### src/rtl/uart_mike_frame_ctrl.sv
// Half-duplex UART frame controller: TX serialiser paced by baud_tick plus RX handshake sequencing.
// Optional line-break generator enabled by defining UART_MIKE_TX_BREAK_EN.
module uart_mike_frame_ctrl #(
    parameter int DATA_WIDTH  = 8,
    parameter int STOP_BITS   = 1,
    parameter int PARITY_MODE = 0
) (
    input  logic                  clk,
    input  logic                  n_rst,
    input  logic                  baud_tick,
    input  logic                  tx_send,
    input  logic [DATA_WIDTH-1:0] tx_data,
    input  logic                  rx_start,
    input  logic                  rx_done,
    input  logic                  rx_flag_clr,
`ifdef UART_MIKE_TX_BREAK_EN
    input  logic                  tx_break,
`endif
    output logic                  tx_line,
    output logic                  tx_busy,
    output logic                  tx_done,
    output logic                  rx_busy,
    output logic                  rx_flag,
    output logic [2:0]            state_dbg
);

    if ((DATA_WIDTH < 5) || (DATA_WIDTH > 9) || (STOP_BITS < 1) || (STOP_BITS > 2) ||
        (PARITY_MODE < 0) || (PARITY_MODE > 2)) begin : g_param_err
        $error("uart_mike_frame_ctrl: illegal DATA_WIDTH/STOP_BITS/PARITY_MODE");
    end

    typedef enum logic [2:0] {
        IDLE         = 3'd0,
        RX_DATA      = 3'd1,
        WAIT_FLG_CLR = 3'd2,
        TX_START     = 3'd3,
        TX_DATA      = 3'd4,
        TX_PARITY    = 3'd5,
        TX_STOP      = 3'd6,
        TX_BREAK     = 3'd7
    } state_t;

    localparam logic [3:0] LAST_BIT  = 4'(DATA_WIDTH - 1);
    localparam logic       LAST_STOP = 1'(STOP_BITS - 1);
    localparam logic       ODD_PAR   = (PARITY_MODE == 2);

    state_t                r_state, w_nstate;
    logic [DATA_WIDTH-1:0] r_shift, w_shift_nxt;
    logic                  r_par, w_par_nxt;
    logic [3:0]            r_bit_cnt, w_bit_cnt_nxt;
    logic                  r_stop_cnt, w_stop_cnt_nxt;
    logic                  r_tx_line, r_tx_busy, r_tx_done, r_rx_busy, r_rx_flag;
    logic                  w_line_nxt, w_done_nxt, w_brk;

`ifdef UART_MIKE_TX_BREAK_EN
    assign w_brk = tx_break;
`else
    assign w_brk = 1'b0;
`endif

    always_comb begin
        w_nstate       = r_state;
        w_shift_nxt    = r_shift;
        w_par_nxt      = r_par;
        w_bit_cnt_nxt  = r_bit_cnt;
        w_stop_cnt_nxt = r_stop_cnt;
        w_done_nxt     = 1'b0;
        case (r_state)
            IDLE: begin
                if (rx_start) begin
                    w_nstate = RX_DATA;
                end else if (w_brk) begin
                    w_nstate = TX_BREAK;
                end else if (tx_send && baud_tick) begin
                    w_shift_nxt = tx_data;
                    w_par_nxt   = (^tx_data) ^ ODD_PAR;
                    w_nstate    = TX_START;
                end
            end
            RX_DATA:      if (rx_done)     w_nstate = WAIT_FLG_CLR;
            WAIT_FLG_CLR: if (rx_flag_clr) w_nstate = IDLE;
            TX_START:     if (baud_tick)   w_nstate = TX_DATA;
            TX_DATA: begin
                if (baud_tick) begin
                    w_shift_nxt = r_shift >> 1;
                    if (r_bit_cnt == LAST_BIT) begin
                        w_bit_cnt_nxt = 4'd0;
                        w_nstate      = (PARITY_MODE != 0) ? TX_PARITY : TX_STOP;
                    end else begin
                        w_bit_cnt_nxt = r_bit_cnt + 4'd1;
                    end
                end
            end
            TX_PARITY:    if (baud_tick)   w_nstate = TX_STOP;
            TX_STOP: begin
                if (baud_tick) begin
                    if (r_stop_cnt == LAST_STOP) begin
                        w_stop_cnt_nxt = 1'b0;
                        w_done_nxt     = 1'b1;
                        w_nstate       = IDLE;
                    end else begin
                        w_stop_cnt_nxt = r_stop_cnt + 1'b1;
                    end
                end
            end
            TX_BREAK:     if (!w_brk)      w_nstate = IDLE;
            default:                       w_nstate = IDLE;
        endcase
    end

    // Line level is derived from the next state so every output comes straight from a flop.
    always_comb begin
        w_line_nxt = 1'b1;
        case (w_nstate)
            TX_START, TX_BREAK: w_line_nxt = 1'b0;
            TX_DATA:            w_line_nxt = w_shift_nxt[0];
            TX_PARITY:          w_line_nxt = w_par_nxt;
            default:            w_line_nxt = 1'b1;
        endcase
    end

    always_ff @(posedge clk or negedge n_rst) begin
        if (!n_rst) begin
            r_state    <= IDLE;
            r_shift    <= '0;
            r_par      <= 1'b0;
            r_bit_cnt  <= 4'd0;
            r_stop_cnt <= 1'b0;
            r_tx_line  <= 1'b1;
            r_tx_busy  <= 1'b0;
            r_tx_done  <= 1'b0;
            r_rx_busy  <= 1'b0;
            r_rx_flag  <= 1'b0;
        end else begin
            r_state    <= w_nstate;
            r_shift    <= w_shift_nxt;
            r_par      <= w_par_nxt;
            r_bit_cnt  <= w_bit_cnt_nxt;
            r_stop_cnt <= w_stop_cnt_nxt;
            r_tx_line  <= w_line_nxt;
            r_tx_busy  <= (w_nstate inside {TX_START, TX_DATA, TX_PARITY, TX_STOP, TX_BREAK});
            r_tx_done  <= w_done_nxt;
            r_rx_busy  <= (w_nstate == RX_DATA);
            r_rx_flag  <= (w_nstate == WAIT_FLG_CLR);
        end
    end

    assign tx_line   = r_tx_line;
    assign tx_busy   = r_tx_busy;
    assign tx_done   = r_tx_done;
    assign rx_busy   = r_rx_busy;
    assign rx_flag   = r_rx_flag;
    assign state_dbg = r_state;

endmodule

### config.mk
export PLATFORM = sky130hd
export DESIGN_NAME = uart_mike_frame_ctrl
export DESIGN_NICKNAME = d
export VERILOG_FILES = /design/src/rtl/uart_mike_frame_ctrl.sv
export SDC_FILE = /design/constraint.sdc
export NUM_CORES = 1
export LEC_CHECK = 0
export ABC_AREA = 1
export BUFFER_PORTS_ARGS = -buffer_cell sky130_fd_sc_hd__buf_2
export CAP_MARGIN = 10
export CORE_AREA = 2 2 51 53
export DETAILED_ROUTE_END_ITERATION = 12
export DIE_AREA = 0 0 53 55
export PLACE_DENSITY_LB_ADDON = 0.12
export SLEW_MARGIN = 5
export SYNTH_ARGS = -nofsm -noshare
export SYNTH_HDL_FRONTEND = slang
export SYNTH_SLANG_ARGS = --single-unit
### constraint.sdc
create_clock -name clk -period 2.5 [get_ports clk]
set_clock_uncertainty 0.05 [all_clocks]
set_input_delay 0.375 -clock clk [delete_from_list [all_inputs] [get_ports clk]]
set_output_delay 0.375 -clock clk [all_outputs]
set_load 0.02 [all_outputs]
==> flow_summary.yaml <==
logic_synthesis:
  yosys_warnings: 0
  synth_compound_area_share_pct: 5.33
  synth_seq_area_share_pct: 40.1
  synth_common_cells: "nand2_1 (66), inv_1 (24), dfrtp_1 (20)"
  synthXorXnorAreaFrac_pct: 0.667
  ys_types: 29
  synthMuxAreaShare_pct: 0
  synth_area_leader_cell: "dfrtp_1"
  yosys.area_share.simple_pct: 42.4
  synth_area_mm2: 0.00131
  synth.area.top_cells: "dfrtp_1 (38%), nand2_1 (19%), inv_1 (6.9%), nand3_1 (3.8%), a22oi_1 (3.4%)"
  synth_edf_count: 0
  synthAdderAreaFrac_pct: 0.952
  synth_nets: 195
  synth_top_family_by_area: "simple AND/OR/NAND/NOR gates"
  synth-main-ff-cell: "dfrtp_1"
  syn_area_per_cell_um2: 7.34
  async_reset_ff_share_pct: 100
  synth_seq_cells: 21
  syn_inst: 179
  synth_top_area_share_pct: 38.1
  yosysMostFrequentCell: "nand2_1"
global_routing:
  grtUsageTotal_pct: 21.9
  grt_pass1_wl_um: 4630
  grt-ovfl-total: 0
  antenna_found_initial: 0
  grt_pass1_vias: 1097
  grt_max_degree: 22
sta:
  drv_slew: 0
  setup_tns_ps: 0
  period_minus_slack_ps: 1560
  fin_crit_sh_pct: 62.5
  hold_viol: 0
  rsz0062_at_grt: "false"
  worst_pin_slew_ps: 463
  clock.fmax_mhz: 640
  setup_viol_count_final: 0
  slew_headroom_pct: 69.1
  setup_ws_ps: 937
layout:
  drive_gt1_share_pct: 22.2
  syn_to_final_growth_pct: 11.6
  final_core_util_pct: 62.0
  nNetsFinal: 220
  diodes: 0
critical_path:
  slowest_delay_ps: 530
  cpMostUsedCell: "nand2_1"
  crit_path_max_fanout: 11
  crit_family: "simple AND/OR/NAND/NOR gates"
  crit_type: "reg -> reg"
  worstSetupEndpointType: "flop"
  critPathRequiredTime_ps: 2700
  start_kind: "flop"
  worstPathCellList: "nor2_4 -> nand2_4 -> inv_1 -> nand2_1 -> nand3_2 -> nand2_1 -> nand3_1"
  slowest_stage: "dfrtp_1"
  worstPathArrival_ps: 1760
  cp.buffers_inverters: 1
clock_network:
  clock_path_buffers: 2
  cts_tree: "done"
  path_clk_slew_ps: 120
  clock-sinks: 21
  cts_resized: 0
  clock_latency_ps: 300
  cts-root-buf: "clkbuf_4"
  cts_buffers: 3
  htreeDepth: 1
drt:
  drc: 0
  wl_um: 2660
  dr.pass1.iters: 4
  num_vias: 1188
  wl_per_cell_um: 11.4
  drt_first_iter_violations: 18
  drtAntennaViolNets: 0
  vias_per_cell: 5.10
floorplanning:
  std_cell_rows: 18
  die_w_um: 53
  chipHeight_um: 55
  initial_core_util_pct: 55.6
  ioPinCount: 23
  dieArea_mm2: 0.00292
  design.core.area_mm2: 0.00236
min_path:
  hp-class: "in -> reg"
outcome:
  status: "finished, final reports clean"
placed_design:
  port_buffers: 22
  dp.final_hpwl_um: 2080
  gp_congestion: 0.796
  post-place-ws_ps: 972
power:
  p_per_area_mw_per_mm2: 944
  p_total_mw: 1.38
  p_leak_nw: 0.858
  ir_drop_mv: 0.479
run:
  maxCapViolCount: 0
worst paths after layout:
path / from / to / slack [ps] / cells after the start
worst max register to register: state_dbg[0] / tx_line / 940 / 7
worst max-delay path: state_dbg[0] / tx_line / 940 / 7
min in group asynchronous: n_rst / tx_done / 480 / 2
worst min register to register: r_shift[3] / r_shift[3] / 460 / 2
max in group asynchronous: n_rst / tx_line / 1570 / 2
worst min-delay path: tx_data[6] / r_shift[6] / 280 / 3
timing repair:
action	4_1_cts	5_1_grt
setup buffers	0	0
hold buffers	1	0
endpoints found under the hold margin	20	0
cells by family after synthesis:
group / count (synthesis)
AND/OR/NAND/NOR: 116
buffers and inverters: 30
XOR/XNOR: 1
adder cells (fa/ha/maj): 1
AO/OA/AOI/OAI: 10
flip-flops: 21
worst register-to-register path: stages, from the launching register on:
cell     delay [ps]
dfrtp_1         530
nor2_4          240
nand2_4         110
inv_1           260
nand2_1         110
nand3_2         100
nand2_1          50
nand3_1          70
through the flow:
step           area, µm²  hold WS (ps)  std cells
6_report            1470           280        233
5_1_grt             1470           281        233
4_1_cts             1470           274        233
3_5_place_dp        1430           308        228
3_3_place_gp        1430           301        228
2_1_floorplan       1310          29.4        179
final cells by class:
type	instances	area, µm²
clock buffer	3	22.5
clock inverter	1	5.00
fill	229	898
inverter	27	106
multi-input combinational	128	648
sequential	21	527
tap	30	37.5
timing repair buffer	23	120
power by group:
| group | switching (mW) | leakage, nW | internal (mW) |
|---|---|---|---|
| clock network | 0.107 | 0.0177 | 0.0596 |
| logic | 0.402 | 0.572 | 0.223 |
| registers | 0.114 | 0.268 | 0.478 |
registers in the layout, summed over array words and instances, names as in the netlist:
register	count
tx_done	1
r_shift	8
tx_busy	1
rx_busy	1
state_dbg	3
r_par	1
r_bit_cnt	4
tx_line	1
rx_flag	1
cell usage in the layout (no fill, tap or decap), types with 2 or more instances in the layout:
cell type	synthesis	routed
nand2_1	66	66
inv_1	24	24
buf_2	0	22
dfrtp_1	20	20
nor2_1	12	12
nand3_1	10	10
nand4_1	6	6
a22oi_1	6	6
nor2_2	4	4
nor3_1	4	4
nor2_4	3	3
nand2_4	3	3
clkbuf_4	0	3
inv_2	2	2
nand2_2	2	2
nand3_2	2	2
per-layer routing:
layer / up-vias / wire length [µm] / GRT usage (%)
li1: 612 / - / -
met1: 546 / 1170 / 26.1
met2: 28 / 1370 / 39.6
met3: 2 / 102 / 3.49
met4: 0 / 21 / 8.55
met5: - / 0 / 0
(Power assumes the default switching activity.)
